--- config.mk ---
export PLATFORM = sky130hd
export DESIGN_NAME = ifetch
export DESIGN_NICKNAME = d
export VERILOG_FILES = /design/src/rtl/ifetch_pkg.sv /design/src/rtl/ifetch_ilen_decode.sv /design/src/rtl/ifetch.sv
export SDC_FILE = /design/constraint.sdc
export NUM_CORES = 1
export LEC_CHECK = 0
export BUFFER_PORTS_ARGS = -buffer_cell sky130_fd_sc_hd__buf_2
export CORE_MARGIN = 2
export CORE_UTILIZATION = 53
export DETAILED_ROUTE_END_ITERATION = 8
export GPL_ROUTABILITY_DRIVEN = 0
export PLACE_DENSITY = 0.79
export RECOVER_POWER = 100
export SYNTH_ARGS = -nofsm -noshare
export SYNTH_HDL_FRONTEND = slang
export SYNTH_HIERARCHICAL = 1
export SYNTH_SLANG_ARGS = --single-unit
--- constraint.sdc ---
create_clock -name clk -period 2.2 [get_ports clk]
set_clock_uncertainty 0.05 [all_clocks]
set_input_delay 0.55 -clock clk [delete_from_list [all_inputs] [get_ports clk]]
set_output_delay 0.55 -clock clk [all_outputs]
set_load 0.05 [all_outputs]
--- src/rtl/ifetch_pkg.sv ---
// ifetch_pkg: definitions shared between the fetch unit and the decoder.
//   - FSM state encoding (3-bit constants)
//   - instruction length constants ILEN_1/2/3
//   - ilen_of(): opcode[7:6] -> instruction length in bytes
package ifetch_pkg;

  localparam logic [2:0] ST_RESET = 3'd0;
  localparam logic [2:0] ST_OP    = 3'd1;
  localparam logic [2:0] ST_IMM1  = 3'd2;
  localparam logic [2:0] ST_IMM2  = 3'd3;
  localparam logic [2:0] ST_HOLD  = 3'd4;

  localparam logic [1:0] ILEN_1 = 2'd1;
  localparam logic [1:0] ILEN_2 = 2'd2;
  localparam logic [1:0] ILEN_3 = 2'd3;

  // Length is encoded only in the two top opcode bits.
  function automatic logic [1:0] ilen_of(input logic [1:0] op_hi);
    logic [1:0] len;
    case (op_hi)
      2'b11:   len = ILEN_3;
      2'b10:   len = ILEN_2;
      default: len = ILEN_1;
    endcase
    return len;
  endfunction

endpackage

--- src/rtl/ifetch_ilen_decode.sv ---
// ilen_decode: combinational instruction-length decode.
// Instantiated both here and in the decoder so both sides agree on length.
//   op_hi  in  2  opcode bits [7:6]
//   len    out 2  instruction length in bytes (1..3)
module ilen_decode
  import ifetch_pkg::*;
(
  input  logic [1:0] op_hi,
  output logic [1:0] len
);

  assign len = ilen_of(op_hi);

endmodule

--- src/rtl/ifetch.sv ---
// ifetch: instruction fetch unit.
// Fetches opcode plus 0-2 immediate bytes over an 8-bit memory read port,
// then presents one complete instruction to the decoder (valid/ready).
// Keeps its own fetch pointer; pc_ld redirects it to pc_addr.
//   clk, rst_n         clock, asynchronous active-low reset
//   pc_addr, pc_ld     redirect target and strobe
//   mem_addr, mem_req  read request (held until mem_ack)
//   mem_ack, mem_data  beat completion and read data
//   ir_valid, ir_ready instruction handshake
//   ir_op, ir_imm      opcode, immediate (byte1 in [7:0], byte2 in [15:8])
//   ir_len, ir_addr    length in bytes, address of opcode byte
module ifetch
  import ifetch_pkg::*;
(
  input  logic        clk,
  input  logic        rst_n,
  input  logic [15:0] pc_addr,
  input  logic        pc_ld,
  output logic [15:0] mem_addr,
  output logic        mem_req,
  input  logic        mem_ack,
  input  logic [7:0]  mem_data,
  output logic        ir_valid,
  input  logic        ir_ready,
  output logic [7:0]  ir_op,
  output logic [15:0] ir_imm,
  output logic [1:0]  ir_len,
  output logic [15:0] ir_addr
);

  logic [2:0]  state, state_d;
  logic [15:0] fptr, fptr_d;
  logic        pend, pend_d;
  logic [15:0] tgt, tgt_d;
  logic        cap_op, cap_imm1, cap_imm2;
  logic        beat;
  logic [1:0]  beat_len;

  assign beat = mem_req & mem_ack;

  ilen_decode u_ilen (
    .op_hi (mem_data[7:6]),
    .len   (beat_len)
  );

  always_comb begin
    state_d  = state;
    fptr_d   = fptr;
    pend_d   = pend;
    tgt_d    = tgt;
    cap_op   = 1'b0;
    cap_imm1 = 1'b0;
    cap_imm2 = 1'b0;
    if (pc_ld && (!mem_req || beat)) begin
      // Nothing outstanding: restart immediately, drop any partial or held
      // instruction (a concurrent HOLD handshake still counts as consumed).
      state_d = ST_OP;
      fptr_d  = pc_addr;
      pend_d  = 1'b0;
    end else if (pc_ld) begin
      // Beat in flight: keep the request up, remember (latest) target.
      pend_d = 1'b1;
      tgt_d  = pc_addr;
    end else if (pend) begin
      // Data of the in-flight beat belongs to the abandoned stream.
      if (beat) begin
        state_d = ST_OP;
        fptr_d  = tgt;
        pend_d  = 1'b0;
      end
    end else begin
      case (state)
        ST_RESET: state_d = ST_OP;
        ST_OP: begin
          if (beat) begin
            cap_op  = 1'b1;
            fptr_d  = fptr + 16'd1;
            state_d = (beat_len == ILEN_1) ? ST_HOLD : ST_IMM1;
          end
        end
        ST_IMM1: begin
          if (beat) begin
            cap_imm1 = 1'b1;
            fptr_d   = fptr + 16'd1;
            state_d  = (ir_len == ILEN_2) ? ST_HOLD : ST_IMM2;
          end
        end
        ST_IMM2: begin
          if (beat) begin
            cap_imm2 = 1'b1;
            fptr_d   = fptr + 16'd1;
            state_d  = ST_HOLD;
          end
        end
        ST_HOLD: begin
          if (ir_valid && ir_ready) state_d = ST_OP;
        end
        default: state_d = ST_OP;
      endcase
    end
  end

  // Control and request registers; request outputs are driven from the
  // next state so mem_req/mem_addr are registered yet cycle-accurate.
  always_ff @(posedge clk or negedge rst_n) begin
    if (!rst_n) begin
      state    <= ST_RESET;
      fptr     <= 16'h0000;
      pend     <= 1'b0;
      tgt      <= 16'h0000;
      mem_req  <= 1'b0;
      mem_addr <= 16'h0000;
      ir_valid <= 1'b0;
    end else begin
      state    <= state_d;
      fptr     <= fptr_d;
      pend     <= pend_d;
      tgt      <= tgt_d;
      mem_req  <= (state_d == ST_OP) || (state_d == ST_IMM1) ||
                  (state_d == ST_IMM2);
      mem_addr <= fptr_d;
      ir_valid <= (state_d == ST_HOLD);
    end
  end

  // Instruction registers
  always_ff @(posedge clk or negedge rst_n) begin
    if (!rst_n) begin
      ir_op   <= 8'h00;
      ir_imm  <= 16'h0000;
      ir_len  <= ILEN_1;
      ir_addr <= 16'h0000;
    end else begin
      if (cap_op) begin
        ir_op   <= mem_data;
        ir_imm  <= 16'h0000;
        ir_len  <= beat_len;
        ir_addr <= fptr;
      end
      if (cap_imm1) ir_imm[7:0]  <= mem_data;
      if (cap_imm2) ir_imm[15:8] <= mem_data;
    end
  end

endmodule

### Word level (Yosys, flattened, before mapping)

Cells that the tools add are included.

| word-level totals | value |
|---|---|
| bits in read-only memories | 0 |
| latch bits | 0 |
| output and inout bits | 60 |
| bits in writable memories | 0 |
| flip-flop bits (word level) | 80 |
| word-level logic and storage cells | 78 |
| memories kept | 0 |

| cells by class | value |
|---|---|
| bitwise gates (word level) | 2 |
| add/sub/neg operators | 1 |
| shifts and indexed selects | 0 |
| multiply operators | 0 |
| divide/modulo/power cells | 0 |
| multiplexer cells | 38 |
| reductions and logical operators | 13 |
| magnitude comparators | 0 |
| eq/ne operators | 13 |

Operator list:

| kind | number |
|---|---|
| $mux W16 | 7 |
| $mux W3 | 10 |
| $mux W1 | 17 |
| $add A16 B1 Y16 const B | 1 |
| $mux W8 | 2 |
| $eq A3 B2 Y1 const B | 4 |
| $pmux W3 S4 | 1 |
| $eq A2 B2 Y1 const B | 3 |
| $eq A3 B1 Y1 const B | 2 |
| $eq A3 B3 Y1 const B | 2 |
| $reduce_bool A2 Y1 | 3 |
| $pmux W2 S2 | 1 |
| $logic_or A1 B1 Y1 | 3 |
| $reduce_and A3 Y1 | 1 |
| $reduce_bool A3 Y1 | 1 |
| $reduce_or A3 Y1 | 1 |
| $eq A2 B1 Y1 const B | 1 |
| $logic_and A1 B1 Y1 | 2 |
| $ne A2 B1 Y1 const B | 1 |
| $reduce_and A2 Y1 | 1 |
| $and A1 B1 Y1 | 1 |
| $logic_not A1 Y1 | 1 |
| $not A1 Y1 | 1 |

### Logic depth before layout (Yosys ltp)

Gate-level depths: netlist (run 1).

| depth | value |
|---|---|
| depth in word-level cells | 12 |
| mapped depth | 7 |
| depth with buffers taken out | 6 |

### Modules after synthesis

The synthesis (run 1) kept the hierarchy.

By module, submodules not included:

| module | area each (sq um) | seq. area each (sq um) | cells an instance | instances |
|---|---|---|---|---|
| ifetch | 3,664.8 | 2,003.2 | 312 | 1 |
| ilen_decode | 10.0 | 0.0 | 2 | 1 |

### Least setup slack after synthesis (run 1)

OpenSTA, ideal clock, no wires.

| timing path | value |
|---|---|
| kind | register to register |
| from | reg mem_req |
| to | reg ir_addr[3] |
| data arrival time | 2.064 ns |
| path buffers | 1 |
| slack | -0.039 ns |
| stages on the path, launching flop included | 6 |
| cell sequence | dfrtp_1 -> nand2_1 -> or3_4 -> nor3_4 -> buf_6 -> mux2_2 |

| between the ends | value |
|---|---|
| cells in the longest elaborated chain, start to end | 6 |
| elaborated cells on any way between the ends | 9 |

RTL lines:

| element | line | text |
|---|---|---|
| start: declaration | ifetch.sv:20 | `output logic mem_req,` |
| start signal: assignment | ifetch.sv:119 | `mem_req <= (state_d == ST_OP) \|\| (state_d == ST_IMM1) \|\|` |
| $and A1 B1 Y1 | ifetch.sv:39 | `assign beat = mem_req & mem_ack;` |
| $mux W1 | ifetch.sv:75 | `if (beat) begin` |
| $mux W1 | ifetch.sv:72 | `case (state)` |
| $mux W1 | ifetch.sv:64 | `end else if (pend) begin` |
| $mux W1 | ifetch.sv:60 | `end else if (pc_ld) begin` |
| $mux W1 * | ifetch.sv:54 | `if (pc_ld && (!mem_req \|\| beat)) begin` |
| end signal: assignment | ifetch.sv:138 | `ir_addr <= fptr;` |
| end: declaration | ifetch.sv:28 | `output logic [15:0] ir_addr` |

Mark *: on every way between the ends. The rest lies on a longest branch, timed or not.
A chain may end at the register's enable or synchronous reset.

### Worst setup path in the final report (run 1)

| timing path | value |
|---|---|
| from | reg state[0] |
| to | reg fptr[8] |

| between the ends | value |
|---|---|
| cells in the longest elaborated chain, start to end | 4 |
| elaborated cells on any way between the ends | 6 |

RTL lines:

| element | line | text |
|---|---|---|
| start: declaration | ifetch.sv:31 | `logic [2:0] state, state_d;` |
| start signal: assignment | ifetch.sv:115 | `state <= state_d;` |
| $eq A3 B2 Y1 or $eq A3 B1 Y1 (tied branches) | ifetch.sv:72 |  |
| $reduce_or A3 Y1 (no source line) * | - |  |
| $reduce_bool A3 Y1 (no source line) * | - |  |
| $reduce_and A3 Y1 (no source line) * | - |  |
| end signal: assignment | ifetch.sv:116 | `fptr <= fptr_d;` |
| end: declaration | ifetch.sv:32 | `logic [15:0] fptr, fptr_d;` |

Marked as above.

==> impl_results.md, run 1 <==
- Status: complete, no violations
- Post-CTS Setup Bufs: 0
- Vias in the first global route: around 2800
- LEAKAGE: roughly 0.0019 uW
- Synthesized area: between 3000 and 4000 sq um
- Antenna Cells: 0
- Post-Syn Area per Cell: 11.7 sq um
- Worst vdd ir: 0.987 mV
- Routed vias/inst: 6.08
- RSZ-0062 raised after global routing: false
- Worst-case reg-to-reg path depth: 6
- Vias: 3003
- Clock slew seen by the registers of the worst setup and hold paths: ~90 ps
- Commonest cells post-synth: dfrtp_1 (79), mux2_2 (42), a22o_1 (20)
- DRC violations left: 0
- H-tree depth: 3
- I/O pins: between 80 and 90
- CP Max Fanout: 8
- Clk root buf: clkbuf_8
- Initial core utilization: 54.4%
- Actual slew at the worst max-slew pin: roughly 900 ps
- WP buf/inv: 1
- Antenna violations before repair: 0
- Total CTS buffers: 9
- # nets final: between 400 and 500
- Grt ovf: 0
- Pin count of the biggest net entering global routing: 46
- I/O Buffers: just under 90
- Slew Limit Fails: 0
- Clk_lat worst skew: 350 ps
- Share of cells above drive strength 1: roughly 24%
- Area delta synth->final: 19.4%
- Most used DFF post-synth: dfrtp_1
- Worst setup EP type: flip-flop
- WP data required: 2410 ps
- Clock buffer depth: 2
- Max_cap viols: 0
- Dpl ws: 91.3 ps
- Final Hold Fails: 0
- Drt pass-1 iters: 5
- Area leader, netlist: dfrtp_1
- Net Switching: 3420 uW
- FF+latch area: 2000 sq um
- DIE AREA: 7620 sq um
- Top delay family on crit path: compound AO/OA/AOI/OAI gates
- Hold Path Class: in2async
- Switch share: approximately 49%
- Final core utilization: between 60% and 70%
- Net count after synthesis: 344
- Worst path max stage delay: roughly 540 ps
- Slowest cell on the critical path: o21ai_0
- Critical Path AT: about 2200 ps
- Yosys top cell area share: between 50 and 60%
- Top-count cell post-synth: dfrtp_1
- Fin crit period: around 2000 ps
- Total power draw: between 6000 and 7000 uW
- Post-CTS sizing: 0
- Final setup margin: roughly 200 ps
- Number of register bits inferred by synthesis: 80
- Top cells by area, synth: dfrtp_1 (54%), mux2_2 (13%), a22o_1 (4.8%), nand3_1 (2.2%), a21oi_1 (2.0%)
- # placed instances: around 480
- Max Freq: 0.501 GHz
- Antenna viol nets, final: 0
- Clock sinks: 80
- Post-synth ARST share: 100%
- Die Ht: a little under 90 um
- Reg2reg setup slack: slightly above 200 ps
- Detailed Route WL: about 8400 um
- Seq pwr share: between 30 and 40%
- Area of the multi-input gates: between 1500 and 2000 sq um
- Combinational share of power: a little under half
- DR WL/cell: 17.1 um
- # hold bufs at CTS: 0
- Clock power frac: about 16%
- Final setup violation count: 0
- PwrDens: approximately 1600 nW/um^2
- Core ar.: 6760 sq um
- Netlist cell types: 48
- CTS tree: built
- Slew margin rel.: between 40% and 50%
- Worst path cell trace: o21ba_1, o21ai_0, buf_4, and3_1, a21oi_1, o211ai_1
- # fillers: about 570
- R2r endpoint: fptr[8]
- First-pass GRT wire length: between 10000 and 15000 um
- Post-route insts no fill: approximately 500
- Post-synthesis sequential area ratio: between 50 and 60%
- DP HPWL: a little over 6000 um
- Final setup TNS: 0 ps
- Crit path launch type: flip-flop
- GRT Util Overall: a little under a quarter
- Die width: 87.3 um
- Worst r2r src: state[0]
- Crit path kind: reg2reg
- Power Internal: approximately 3500 uW
- EDFF count, synth: 0
- Crit share post-route: about nine tenths
- Cell count after synthesis: 314
- Cell row count: 30
- Synth warn: 6
- Iter 0 DRT Violations: between 200 and 250
flip-flops by register name (all words and copies together), names as in the netlist:
register,flops
ir_len,2
ir_op,8
mem_req,1
state,3
ir_imm,16
tgt,16
ir_addr,16
fptr,16
ir_valid,1
pend,1
through the flow:
stage / hold WS (ps) / cell area, sq um
final: 258 / 4390
after CTS: 97.8 / 4470
after global placement: 427 / 4260
after detailed placement: 428 / 4260
after floorplan: 204 / 3680
after global routing: 314 / 4390
power groups by stage:
stage	sequential [uW]	combinational [uW]	clock, uW
3_3_place_gp	2530	3320	0
6_report	2560	3240	1120
4_1_cts	2530	3390	1150
5_1_grt	2630	3450	1210
3_5_place_dp	2560	3380	0
2_1_floorplan	3890	1160	0
cells by family (layout without fill, tap and decap cells):
logic type                 after synthesis  count (layout)  synth area share, %
xor gates and xnor gates                10              10                 2.38
DFF                                     80              80                 54.5
buffers and inverters                   22             122                 2.86
adders and majority gates                1               1                0.340
and+or+nand+nor                         82              82                 12.4
AOI/OAI and AO/OA                       76              76                 14.3
muxes                                   43              43                 13.1
metal layers:
metal | global-route usage [%] | part of all wire [%] | up-vias
met5 | 0 | 0 | -
met4 | 10.6 | 1.8 | 0
met3 | 4.64 | 7.7 | 19
met2 | 36.6 | 48 | 151
met1 | 31.2 | 43 | 1481
li1 | - | - | 1352
worst max path at each step:
stage / from / to / slack, ps / depth (start not counted)
after floorplan: fptr[2] / fptr[11] / 120 / 6
after global placement: mem_ack / ir_imm[5] / 140 / 7
after detailed placement: mem_ack / ir_imm[10] / 90 / 7
after CTS: state[0] / fptr[6] / 220 / 6
after global routing: state[0] / fptr[6] / 100 / 6
final: state[0] / fptr[8] / 210 / 6
layout by cell type (no fill, tap or decap), types with 3 or more instances in the layout:
cell type and instances:
and3_1 8, clkbuf_1 61, clkbuf_8 10, mux2_2 41, buf_4 8, nor3_1 4
inv_6 3, o211ai_1 7, nand3_1 16, or3_1 3, nand2b_1 4, a22o_1 20
nor2b_1 4, o21ai_0 15, nand4_1 4, a21oi_1 15, nor2_1 17, and2_1 3
buf_2 26, inv_1 7, dfrtp_1 78, xnor2_1 6, nand2_1 11, xor2_1 4
a22oi_1 4, buf_12 3, o22ai_1 4
area by class of cell:
type,count,area share [%]
clock buffer,10,3.14
clock inverter,6,1.68
inverter,7,0.599
multi-input combinational,212,35.6
sequential,80,45.7
tap,80,2.28
timing repair buffer,99,11.0
Power figures use the tool's default switching activity.
==> run 2, diff against run 1 <==
--- a/config.mk
+++ b/config.mk
@@ -5,6 +5,7 @@
 export SDC_FILE = /design/constraint.sdc
 export NUM_CORES = 1
 export LEC_CHECK = 0
+export ABC_AREA = 1
 export BUFFER_PORTS_ARGS = -buffer_cell sky130_fd_sc_hd__buf_2
 export CORE_MARGIN = 2
 export CORE_UTILIZATION = 53
@@ -16,3 +17,4 @@
 export SYNTH_HDL_FRONTEND = slang
 export SYNTH_HIERARCHICAL = 1
 export SYNTH_SLANG_ARGS = --single-unit
+export TNS_END_PERCENT = 10
==> impl_results.md, run 2 <==
- Status: finished with violations (was complete, no violations)
- Clock sinks: 80 (unchanged)
- I/O Buffers: 88 (unchanged)
- H-tree depth: 3 (unchanged)
- Worst path max stage delay: 550 ps (was 540 ps)
- Pin count of the biggest net entering global routing: 35 (was 46)
- Placed cell area: 4370 sq um (was 4260 sq um)
- Top cells by area, synth: dfrtp_1 (51%), nand2_1 (11%), inv_1 (5.1%), o21ai_0 (4.6%), nand3_1 (4.4%) (was dfrtp_1 (54%), mux2_2 (13%), a22o_1 (4.8%), nand3_1 (2.2%), a21oi_1 (2.0%))
- Vias in the first global route: 3057 (was 2821)
- Final setup violation count: 0 (unchanged)
- Commonest cells post-synth: nand2_1 (115), dfrtp_1 (79), inv_1 (52) (was dfrtp_1 (79), mux2_2 (42), a22o_1 (20))
- Crit share post-route: 89.4% (was 90.7%)
- Cell row count: 31 (was 30)
- CP Max Fanout: 21 (was 8)
- Met3 routed WL: 682 um (was 649 um)
- Share of cells above drive strength 1: 12.3% (was 24.4%)
- Antenna viol nets, final: 0 (unchanged)
- Post-CTS sizing: 0 (unchanged)
- PwrDens: 1590 nW/um^2 (was 1580 nW/um^2)
- Most common cell after layout, fill and taps aside: nand2_1 (was dfrtp_1)
- DIE AREA: 7950 sq um (was 7620 sq um)
- Routed vias/inst: 5.26 (was 6.08)
- Detailed Route WL: 9370 um (was 8450 um)
- Post-synth ARST share: 100% (unchanged)
- DP HPWL: 6560 um (was 6060 um)
- Drt pass-1 iters: 5 (unchanged)
- Synth warn: 6 (unchanged)
- Antenna violations before repair: 0 (unchanged)
- Worst path cell trace: nor2_2, nand2_2, clkbuf_2, nand3_1, o21ai_0 (was o21ba_1, o21ai_0, buf_4, and3_1, a21oi_1, o211ai_1)
- # hold bufs at CTS: 0 (unchanged)
- Max Used Layer: met4 (unchanged)
- DRC violations left: 0 (unchanged)
- Final setup margin: 234 ps (was 206 ps)
- Slew Limit Fails: 29 (was 0)
- Slew margin rel.: -10.1% (was 41.3%)
- Cell count after synthesis: 458 (was 314)
- Hold Path Class: in2reg (was in2async)
- Clock buffer depth: 2 (unchanged)
- Core ar.: 7140 sq um (was 6760 sq um)
- Area leader, netlist: dfrtp_1 (unchanged)
- Wl on met1: 4250 um (was 3600 um)
- Fin crit period: 1970 ps (was 1990 ps)
- Vias: 3427 (was 3003)
- WP data required: 2380 ps (was 2410 ps)
- Yosys top cell area share: 51.4% (was 53.8%)
- Slowest cell on the critical path: dfrtp_1 (was o21ai_0)
- Max Freq: 0.509 GHz (was 0.501 GHz)
- First-pass GRT wire length: 14600 um (was 13700 um)
- Crit path launch type: flip-flop (unchanged)
- Grt ovf: 0 (unchanged)
- DR WL/cell: 14.4 um (was 17.1 um)
- # nets final: 577 (was 439)
- Netlist cell types: 33 (was 48)
- Dpl ws: 224 ps (was 91.3 ps)
- Antenna Cells: 0 (unchanged)
- Final setup TNS: 0 ps (unchanged)
- WL met2: 4300 um (was 4040 um)
- Number of register bits inferred by synthesis: 80 (unchanged)
- GRT Util Overall: 23.8% (was 23.3%)
- Area delta synth->final: 17.2% (was 19.4%)
- Max_cap viols: 1 (was 0)
- Final Hold Fails: 0 (unchanged)
- Actual slew at the worst max-slew pin: 1650 ps (was 881 ps)
- RSZ-0062 raised after global routing: false (unchanged)
- Clk root buf: clkbuf_8 (unchanged)
- EDFF count, synth: 0 (unchanged)
- Worst setup EP type: flip-flop (unchanged)
- Initial core utilization: 53.9% (was 54.4%)
- Clk_lat worst skew: 350 ps (about the same)
- Most used DFF post-synth: dfrtp_1 (unchanged)
- Post-synthesis sequential area ratio: 52.1% (was 54.5%)
- Leading cell types in the layout, fill and taps excluded: nand2_1 (116), dfrtp_1 (79), clkbuf_1 (62), o21ai_0 (54), inv_1 (53) (was dfrtp_1 (78), clkbuf_1 (61), mux2_2 (41), buf_2 (26), a22o_1 (20))
- Fin area: 4510 sq um (was 4390 sq um)
- Worst vdd ir: 0.490 mV (was 0.987 mV)
- LEAKAGE: 0.00225 uW (was 0.00192 uW)
- Critical Path AT: 2140 ps (was 2210 ps)
- Net count after synthesis: 488 (was 344)
- Synthesized area: 3850 sq um (was 3670 sq um)
- Post-Syn Area per Cell: 8.40 sq um (was 11.7 sq um)
- Crit path kind: reg2reg (unchanged)
- Die Ht: 89.2 um (was 87.3 um)
- Iter 0 DRT Violations: 291 (was 236)
- Total CTS buffers: 9 (unchanged)
- Top-count cell post-synth: nand2_1 (was dfrtp_1)
- Die width: 89.2 um (was 87.3 um)
- I/O pins: 89 (unchanged)
- Failing checks: capacitance limit, slew limit
- CTS tree: built (unchanged)
- Clock slew seen by the registers of the worst setup and hold paths: 90 ps (about the same)
- Post-CTS Setup Bufs: 0 (unchanged)
-- run 2: cell count changes after synthesis, sizes merged, moves of 7 or more --
cell / delta
mux2: -40
o21bai: +7
and3: -8
o21ai: +46
nand3: +19
inv: +49
a22o: -20
nand2: +110
o22ai: +7
nor2: +15
-- run 2: layout make-up --
type                       instances  area, sq um
clock inverter                     6          115
multi-input combinational        303         1490
timing repair buffer              97          430
sequential                        80         2000
clock buffer                      10          138
tap                               99          124
inverter                          56          210
fill                             663         2630
-- run 2: logic make-up after synthesis --
logic type,count (synthesis),synth area share (%)
AO/OA/AOI/OAI,97,14.1
XOR/XNOR,6,1.37
adder cells (fa/ha/maj),1,0.325
buffers and inverters,75,8.69
flip-flops,80,52.1
multiplexers,2,0.781
AND/OR/NAND/NOR,197,22.7
-- run 2: path summary, 6_finish.rpt --
kind                            slack, ps        from  cells past startpoint         end
min in group asynchronous             560       rst_n                      1  ir_imm[13]
worst max-delay path                  230        pend                      5   ir_imm[6]
worst min-delay path                  380  pc_addr[1]                      3      tgt[1]
worst min register to register        430      tgt[6]                      2      tgt[6]
max in group asynchronous             480       rst_n                      2      tgt[7]
worst max register to register        230        pend                      5   ir_imm[6]
-- run 2: metal layers --
metal,up-vias,GRT usage (%)
met2,148,36.7
met3,14,3.88
li1,1669,-
met4,0,7.87
met1,1596,34.6
met5,-,0
-- run 2: power by group --
part / internal, uW / switching, uW / leakage (uW)
logic: 718 / 2620 / 0.00111
registers: 2010 / 492 / 0.00102
clock network: 791 / 539 / 0.000123
total: 3520 / 3650 / 0.00225
-- run 2: worst max-delay path: cells and delay by family (launching register included) --
family / cells / cell delay, ps
AND/OR/NAND/NOR: 3 / 800
AO/OA/AOI/OAI: 1 / 100
buffers and inverters: 1 / 350
flip-flops: 1 / 550
-- run 2: per-stage QoR --
step           std cells  power, uW  utilization [%]  hold WS [ps]
2_1_floorplan        458       5120                -           204
6_report             651       7170             63.2           377
4_1_cts              651       7330             64.8          75.4
3_5_place_dp         635       5980             61.2           411
5_1_grt              651       7600             63.2           379
3_3_place_gp         635       5880             61.2           403
